<file path="src/rtl/u409_ata_pio_sm_pkg.sv">
// u409_ata_pio_sm_pkg
//   Shared U409 definitions for the ATA PIO cycle engine. This package holds
//   the state encoding, the PIO0/PIO4 timing constants in CLK40 cycles, and
//   the IORDY stretch limit.
//   There are no ports. Import it with u409_ata_pio_sm_pkg::*.
package u409_ata_pio_sm_pkg;

  typedef logic [2:0] state_t;

  // The state encodings are plain constants so that older logic can compare against them.
  localparam state_t ST_IDLE    = 3'd0;
  localparam state_t ST_SETUP   = 3'd1;
  localparam state_t ST_STROBE  = 3'd2;
  localparam state_t ST_HOLD    = 3'd3;
  localparam state_t ST_RECOVER = 3'd4;

  // PIO0 timings: 70 ns setup, 165 ns strobe, 600 ns cycle.
  localparam int PIO0_T1 = 3;
  localparam int PIO0_T2 = 7;
  localparam int PIO0_T0 = 24;

  // PIO4 timings: 25 ns setup, 70 ns strobe, 120 ns cycle.
  localparam int PIO4_T1 = 1;
  localparam int PIO4_T2 = 3;
  localparam int PIO4_T0 = 5;

  // The longest IORDY stretch allowed, in cycles (1250 ns).
  localparam int IORDY_MAX_CYC = 50;

endpackage

</file>
<file path="src/rtl/u409_ata_pio_sm_if.sv">
// u409_ata_pio_sm_if
//   Bus bundle between the CPU-side decode, the ATA drive pins and the PIO
//   cycle engine.
//   Signals:
//     TSn, RnW, ATA_SPACE, SEC_SEL : qualified transfer start and its attributes
//     PPIO, SPIO                   : per-channel mode select (1 = PIO4, 0 = PIO0)
//     IORDY                        : raw device-ready input from the drive
//     ATA_IORn, ATA_IOWn           : active-low device strobes
//     ATA_TACK, ATA_TIMEOUT        : one-cycle completion and stretch-abort pulses
//   Modports:
//     master : the side that drives start and mode and sees the results
//     slave  : the cycle engine itself
interface u409_ata_pio_sm_if;
  logic TSn;
  logic RnW;
  logic ATA_SPACE;
  logic SEC_SEL;
  logic PPIO;
  logic SPIO;
  logic IORDY;
  logic ATA_IORn;
  logic ATA_IOWn;
  logic ATA_TACK;
  logic ATA_TIMEOUT;

  modport master (
    output TSn, RnW, ATA_SPACE, SEC_SEL, PPIO, SPIO, IORDY,
    input  ATA_IORn, ATA_IOWn, ATA_TACK, ATA_TIMEOUT
  );

  modport slave (
    input  TSn, RnW, ATA_SPACE, SEC_SEL, PPIO, SPIO, IORDY,
    output ATA_IORn, ATA_IOWn, ATA_TACK, ATA_TIMEOUT
  );
endinterface

</file>
<file path="src/rtl/u409_ata_pio_sm_sync2.sv">
// u409_sync2
//   Two-flop synchroniser for a slow asynchronous ready line such as IORDY
//   or FLASH_RDY. It clears to 0, which means "not ready", while in reset.
//   Ports:
//     clk   : sampling clock
//     rst_n : synchronous active-low reset
//     d     : asynchronous input
//     q     : synchronised output, two clocks of latency
module u409_sync2 (
  input  logic clk,
  input  logic rst_n,
  input  logic d,
  output logic q
);

  logic meta;

  always_ff @(posedge clk) begin
    if (!rst_n) begin
      meta <= 1'b0;
      q    <= 1'b0;
    end else begin
      meta <= d;
      q    <= meta;
    end
  end

endmodule

</file>
<file path="src/rtl/u409_ata_pio_sm.sv">
// u409_ata_pio_sm
//   Timing engine for ATA PIO cycles. A qualified start runs through these
//   states:
//     SETUP (T1) -> STROBE (T2, stretched by IORDY) -> HOLD (1) -> RECOVER (until CYC >= T0)
//   The per-channel PIO mode is latched when the cycle starts.
//   ATA_TACK pulses in the final strobe cycle, while read data is still driven.
//   Ports:
//     CLK40  : 40 MHz clock
//     RESETn : synchronous active-low reset
//     bus    : u409_ata_pio_sm_if slave modport (start, mode, IORDY, strobes, TACK)
module u409_ata_pio_sm
  import u409_ata_pio_sm_pkg::*;
#(
  parameter int SLOW_T1   = PIO0_T1,
  parameter int SLOW_T2   = PIO0_T2,
  parameter int SLOW_T0   = PIO0_T0,
  parameter int FAST_T1   = PIO4_T1,
  parameter int FAST_T2   = PIO4_T2,
  parameter int FAST_T0   = PIO4_T0,
  parameter int IORDY_MAX = IORDY_MAX_CYC
) (
  input logic               CLK40,
  input logic               RESETn,
  u409_ata_pio_sm_if.slave  bus
);

  localparam logic [5:0] S_T1    = 6'(SLOW_T1);
  localparam logic [5:0] S_T2    = 6'(SLOW_T2);
  localparam logic [5:0] S_T0    = 6'(SLOW_T0);
  localparam logic [5:0] F_T1    = 6'(FAST_T1);
  localparam logic [5:0] F_T2    = 6'(FAST_T2);
  localparam logic [5:0] F_T0    = 6'(FAST_T0);
  localparam logic [5:0] STR_MAX = 6'(IORDY_MAX);
  localparam logic [5:0] SAT     = 6'd63;

  state_t     state, next_state;
  logic [5:0] cyc, cnt, stretch;
  logic [5:0] t1, t2, t0;
  logic       dir;
  logic       pend, pend_dir, pend_mode;
  logic       ior_n, iow_n;
  logic       iordy_s;

  logic       start, start_mode;
  logic       load_new, load_pend;
  logic       sel_mode, sel_dir;
  logic       at_width, ready_end, forced, final_cyc;

  u409_sync2 iordy_sync (
    .clk   (CLK40),
    .rst_n (RESETn),
    .d     (bus.IORDY),
    .q     (iordy_s)
  );

  assign start      = !bus.TSn && bus.ATA_SPACE;
  assign start_mode = bus.SEC_SEL ? bus.SPIO : bus.PPIO;

  // When IORDY comes back in the same cycle that the limit is reached, the
  // cycle ends normally. Only a forced end raises TIMEOUT.
  assign at_width  = (cnt >= t2);
  assign ready_end = at_width && iordy_s;
  assign forced    = (stretch >= STR_MAX);
  assign final_cyc = (state == ST_STROBE) && (ready_end || forced);

  assign bus.ATA_TACK    = final_cyc;
  assign bus.ATA_TIMEOUT = (state == ST_STROBE) && forced && !ready_end;
  assign bus.ATA_IORn    = ior_n;
  assign bus.ATA_IOWn    = iow_n;

  // Next-state logic. When a cycle starts, the attributes come either from the
  // live inputs or from the pending start that was captured in HOLD/RECOVER.
  // A start that arrives on the same edge that RECOVER finishes is used directly.
  always_comb begin
    next_state = state;
    load_new   = 1'b0;
    load_pend  = 1'b0;
    case (state)
      ST_IDLE: begin
        if (start) begin
          next_state = ST_SETUP;
          load_new   = 1'b1;
        end
      end
      ST_SETUP:  if (cnt >= t1) next_state = ST_STROBE;
      ST_STROBE: if (final_cyc) next_state = ST_HOLD;
      ST_HOLD:   next_state = ST_RECOVER;
      ST_RECOVER: begin
        if (cyc >= t0) begin
          if (pend) begin
            next_state = ST_SETUP;
            load_pend  = 1'b1;
          end else if (start) begin
            next_state = ST_SETUP;
            load_new   = 1'b1;
          end else begin
            next_state = ST_IDLE;
          end
        end
      end
      default: next_state = ST_IDLE;
    endcase
    sel_mode = load_new ? start_mode : pend_mode;
    sel_dir  = load_new ? bus.RnW    : pend_dir;
  end

  // State, counters, latched attributes and registered strobes. The strobes
  // are decoded from the next state, so they change on the same edge as the
  // state and never glitch.
  always_ff @(posedge CLK40) begin
    if (!RESETn) begin
      state     <= ST_IDLE;
      cyc       <= '0;
      cnt       <= '0;
      stretch   <= '0;
      t1        <= '0;
      t2        <= '0;
      t0        <= '0;
      dir       <= 1'b0;
      pend      <= 1'b0;
      pend_dir  <= 1'b0;
      pend_mode <= 1'b0;
      ior_n     <= 1'b1;
      iow_n     <= 1'b1;
    end else begin
      state <= next_state;

      if (load_new || load_pend) begin
        cyc <= 6'd1;
      end else if (state != ST_IDLE && cyc != SAT) begin
        cyc <= cyc + 6'd1;
      end

      if (next_state != state) begin
        cnt <= 6'd1;
      end else if (cnt != SAT) begin
        cnt <= cnt + 6'd1;
      end

      if (state == ST_STROBE && !final_cyc) begin
        if (at_width) stretch <= stretch + 6'd1;
      end else begin
        stretch <= '0;
      end

      if (load_new || load_pend) begin
        dir <= sel_dir;
        t1  <= sel_mode ? F_T1 : S_T1;
        t2  <= sel_mode ? F_T2 : S_T2;
        t0  <= sel_mode ? F_T0 : S_T0;
      end

      if (load_new || load_pend) begin
        pend <= 1'b0;
      end else if ((state == ST_HOLD || state == ST_RECOVER) && start) begin
        pend      <= 1'b1;
        pend_dir  <= bus.RnW;
        pend_mode <= start_mode;
      end

      ior_n <= !(next_state == ST_STROBE && dir);
      iow_n <= !(next_state == ST_STROBE && !dir);
    end
  end

endmodule

</file>
<file path="src/flat_wrapper.sv">
// flat-port wrapper written by rule: the top's interface ports become plain ports
module u409_ata_pio_sm_flat import u409_ata_pio_sm_pkg::*;
#(
  parameter int SLOW_T1   = PIO0_T1,
  parameter int SLOW_T2   = PIO0_T2,
  parameter int SLOW_T0   = PIO0_T0,
  parameter int FAST_T1   = PIO4_T1,
  parameter int FAST_T2   = PIO4_T2,
  parameter int FAST_T0   = PIO4_T0,
  parameter int IORDY_MAX = IORDY_MAX_CYC
)
  (CLK40, RESETn, bus_TSn, bus_RnW, bus_ATA_SPACE, bus_SEC_SEL, bus_PPIO, bus_SPIO, bus_IORDY, bus_ATA_IORn, bus_ATA_IOWn, bus_ATA_TACK, bus_ATA_TIMEOUT);
  u409_ata_pio_sm_if bus_i ();
  input logic CLK40;
  input logic RESETn;
  input wire logic [$bits(bus_i.TSn)-1:0] bus_TSn;
  input wire logic [$bits(bus_i.RnW)-1:0] bus_RnW;
  input wire logic [$bits(bus_i.ATA_SPACE)-1:0] bus_ATA_SPACE;
  input wire logic [$bits(bus_i.SEC_SEL)-1:0] bus_SEC_SEL;
  input wire logic [$bits(bus_i.PPIO)-1:0] bus_PPIO;
  input wire logic [$bits(bus_i.SPIO)-1:0] bus_SPIO;
  input wire logic [$bits(bus_i.IORDY)-1:0] bus_IORDY;
  output wire logic [$bits(bus_i.ATA_IORn)-1:0] bus_ATA_IORn;
  output wire logic [$bits(bus_i.ATA_IOWn)-1:0] bus_ATA_IOWn;
  output wire logic [$bits(bus_i.ATA_TACK)-1:0] bus_ATA_TACK;
  output wire logic [$bits(bus_i.ATA_TIMEOUT)-1:0] bus_ATA_TIMEOUT;
  assign bus_i.TSn = bus_TSn;
  assign bus_i.RnW = bus_RnW;
  assign bus_i.ATA_SPACE = bus_ATA_SPACE;
  assign bus_i.SEC_SEL = bus_SEC_SEL;
  assign bus_i.PPIO = bus_PPIO;
  assign bus_i.SPIO = bus_SPIO;
  assign bus_i.IORDY = bus_IORDY;
  assign bus_ATA_IORn = bus_i.ATA_IORn;
  assign bus_ATA_IOWn = bus_i.ATA_IOWn;
  assign bus_ATA_TACK = bus_i.ATA_TACK;
  assign bus_ATA_TIMEOUT = bus_i.ATA_TIMEOUT;
  u409_ata_pio_sm #(.SLOW_T1(SLOW_T1), .SLOW_T2(SLOW_T2), .SLOW_T0(SLOW_T0), .FAST_T1(FAST_T1), .FAST_T2(FAST_T2), .FAST_T0(FAST_T0), .IORDY_MAX(IORDY_MAX)) u_core (.CLK40(CLK40), .RESETn(RESETn), .bus(bus_i));
endmodule
</file>
<file path="config.mk">
export PLATFORM = sky130hd
export DESIGN_NAME = u409_ata_pio_sm_flat
export DESIGN_NICKNAME = d
export VERILOG_FILES = /design/src/rtl/u409_ata_pio_sm_pkg.sv /design/src/rtl/u409_ata_pio_sm_if.sv /design/src/rtl/u409_ata_pio_sm_sync2.sv /design/src/rtl/u409_ata_pio_sm.sv /design/src/flat_wrapper.sv
export SDC_FILE = /design/constraint.sdc
export NUM_CORES = 1
export LEC_CHECK = 0
export BUFFER_PORTS_ARGS = -buffer_cell sky130_fd_sc_hd__clkbuf_2
export CAP_MARGIN = 0
export CORE_ASPECT_RATIO = 0.8
export CORE_MARGIN = 1.5
export CORE_UTILIZATION = 53
export CTS_CLUSTER_SIZE = 28
export DETAILED_ROUTE_END_ITERATION = 12
export PLACE_DENSITY = 0.71
export SETUP_SLACK_MARGIN = 0.15
export SLEW_MARGIN = 20
export SYNTH_ARGS = -nofsm -noshare
export SYNTH_HDL_FRONTEND = slang
export SYNTH_SLANG_ARGS = --single-unit
</file>
<file path="constraint.sdc">
create_clock -name CLK40 -period 1.9 [get_ports CLK40]
set_input_delay 0.095 -clock CLK40 [delete_from_list [all_inputs] [get_ports CLK40]]
set_output_delay 0.095 -clock CLK40 [all_outputs]
set_load 0.1 [all_outputs]
</file>
==> results.json <==
{
  "die-area_um2": 3460,
  "fin_crit_ns": 2.08,
  "hold_viol": 0,
  "placedCellCount": 250,
  "ys_seq_area_share_pct": 38.8,
  "finalSetupViolations": 18,
  "clockBufferDepth": 2,
  "rsz0062_at_grt": "yes",
  "crit_arrival_ns": 1.98,
  "cts_tree": "done",
  "yosysTopAreaCell": "dfxtp_1",
  "hold_path_class": "input port to register",
  "finalCritPeriodShare_pct": 109,
  "timing.final.max_slew_violations": 0,
  "portBuffers": 12,
  "remaining_drc_errors": 0,
  "holdWs_ns": 0.00939,
  "startpoint_type": "register",
  "num_vias": 1571,
  "syn_to_final_growth_pct": 48.3,
  "layout.area.seq_um2": 656,
  "drv_cap": 0,
  "power.leakage_nw": 0.976,
  "max_slew_margin_pct": 64.0,
  "tightest_slew_ns": 0.542,
  "yosysWarnings": 0,
  "clock_latency_ns": 0.29,
  "cts_buffers": 5,
  "drive_gt1_share_pct": 48.7,
  "gr-total-overflow": 0,
  "final.setup_skew_ns": 0.00144,
  "grt_max_degree": 11,
  "synth-edff-count": 0,
  "avgSynthCellArea_um2": 8.93,
  "syn-num-nets": 206,
  "path_max_fanout": 3,
  "peakVddDrop_mv": 0.674,
  "required_ns": 1.80,
  "initial_core_util_pct": 57.9,
  "multi_input_area_um2": 1220,
  "gp_congestion": 0.820,
  "drt-vias-per-instance": 5.78,
  "antenna_found_initial": 0,
  "synth_top_area_share_pct": 38.8,
  "core-area_um2": 2850,
  "ioPinCount": 13,
  "power.density_nw_per_um2": 708,
  "setup.worst_path.class": "register to primary output",
  "async_flop_share_pct": 0,
  "cts_hold_buf": 0,
  "die_w_um": 65.4,
  "grt_pass1_wl_mm": 6.47,
  "fp.dieH_um": 52.9,
  "yosysMostFrequentCell": "dfxtp_1",
  "yosys-top-cells-count": "dfxtp_1, nor2_1, nand2_1",
  "n_antenna_cell": 0,
  "drt_first_pass_iters": 4,
  "dp_hpwl_mm": 2.70,
  "fmax_ghz": 0.481,
  "wl_per_cell_um": 16.2,
  "synth_seq_cells": 32,
  "clkTransAtPathRegs_ns": 0.06,
  "synthesis.area_um2": 1650,
  "wl_mm": 4.41,
  "synth_area_leaders": "dfxtp_1, ha_1, nor2_1, xor2_1, nand2_1",
  "worst_slack_ns": -0.178,
  "nNetsFinal": 254,
  "violations": "negative setup slack",
  "status": "finished, violations left",
  "grt_pass1_vias": 1440,
  "grtUsageTotal_pct": 25.5,
  "clockRootBuffer": "clkbuf_8",
  "nFillCells": 150,
  "ant_nets": 0,
  "cts.sinks": 32,
  "synth_cell_types": 43,
  "h-tree-depth": 2,
  "rows": 17,
  "syn_inst": 185,
  "instances_no_fill": 272,
  "synth_flop_cell": "dfxtp_1",
  "end_kind": "primary output",
  "detail_route.iter0.violations": 104
}
routing by layer:
| metal | share of wire [%] | wire length, µm | vias up | GRT usage, % |
|---|---|---|---|---|
| li1 | - | - | 756 | - |
| met1 | 41 | 1790 | 750 | 28.5 |
| met2 | 53 | 2320 | 54 | 47.3 |
| met3 | 4.6 | 201 | 11 | 5.74 |
| met4 | 2.1 | 91 | 0 | 10.4 |
| met5 | 0 | 0 | - | 0 |
worst max-delay path: stages (launching register included):
cell and delay, ns:
dfxtp_2 0.33, inv_1 0.10, ha_2 0.28, a311o_1 0.43
a2bb2oi_4 0.17, buf_6 0.13, clkinvlp_4 0.09, buf_12 0.17
timing repair:
action	4_1_cts	5_1_grt
resized for setup	32	31
pin swaps	27	21
buffers inserted	8	6
setup endpoints to repair	29	31
layout make-up:
cell class                      instances  share of cell area (%)
Multi-Input combinational cell        138                    49.9
Sequential cell                        32                    26.8
Timing Repair Buffer                   47                    16.1
Clock buffer                            8                    3.68
Tap cell                               38                    1.94
Inverter                                9                    1.63
placed cells by master (no fill, tap or decap), types with 2 or more instances in the layout:
| cell | instances |
|---|---|
| buf_4 | 24 |
| dfxtp_1 | 22 |
| nor2_1 | 12 |
| nand2_1 | 12 |
| buf_6 | 11 |
| clkbuf_2 | 10 |
| dfxtp_2 | 9 |
| nand3_1 | 8 |
| ha_1 | 8 |
| xor2_1 | 7 |
| inv_1 | 6 |
| and3_1 | 6 |
| a21oi_2 | 6 |
| clkbuf_8 | 6 |
| nor2_2 | 5 |
| nand4_1 | 5 |
| nor2_4 | 5 |
| nand2b_1 | 3 |
| mux2i_1 | 3 |
| nor3_1 | 3 |
| a31oi_1 | 3 |
| ha_4 | 3 |
| nand3_2 | 2 |
| nand3b_1 | 2 |
| a21oi_1 | 2 |
| a221o_1 | 2 |
| o21ai_0 | 2 |
| a211oi_2 | 2 |
| xnor2_2 | 2 |
| and2_1 | 2 |
| xnor2_1 | 2 |
| clkbuf_1 | 2 |
| buf_12 | 2 |
per-stage QoR:
step	utilization, %	total power [mW]	setup TNS, ns	setup WS [ns]	area (µm²)
2_1_floorplan	-	0.958	-0.0644	-0.0312	1730
3_3_place_gp	69.8	1.03	-0.0850	-0.0294	1990
3_5_place_dp	69.8	1.04	-0.551	-0.102	1990
4_1_cts	80.1	1.66	-1.12	-0.186	2280
5_1_grt	86.0	1.80	-2.97	-0.256	2450
6_report	86.0	1.74	-1.22	-0.178	2450
flip-flops by register name, indices dropped and copies added (netlist names), 2 cells and up:
| signal | cells |
|---|---|
| u_core.cnt | 6 |
| u_core.stretch | 6 |
| u_core.state | 3 |
| u_core.t0 | 2 |
| u_core.cyc | 6 |
report_power, final:
group / internal (mW) / switching (mW)
clock: 0.295 / 0.242
combinational: 0.241 / 0.230
sequential: 0.699 / 0.0286
worst paths after layout:
| kind | depth (start not counted) | start | endpoint | slack [ns] |
|---|---|---|---|---|
| setup reg to reg | 9 | u_core.t1[0] | u_core.stretch[5] | -0.14 |
| hold reg to reg | 1 | u_core.dir | u_core.bus.ATA_IORn | 0.44 |
| setup / recovery | 7 | u_core.t1[0] | bus_ATA_TACK | -0.18 |
| hold / removal | 2 | bus_IORDY | u_core.iordy_sync.meta | 0.009 |
cell families after synthesis:
family                     synth area share (%)
and+or+nand+nor                            26.2
adders and majority gates                  9.09
xor gates and xnor gates                   5.83
muxes                                      2.50
AOI/OAI and AO/OA                          13.6
DFF                                        38.8
buffers and inverters                      3.94
Power figures use the tool's default switching activity.
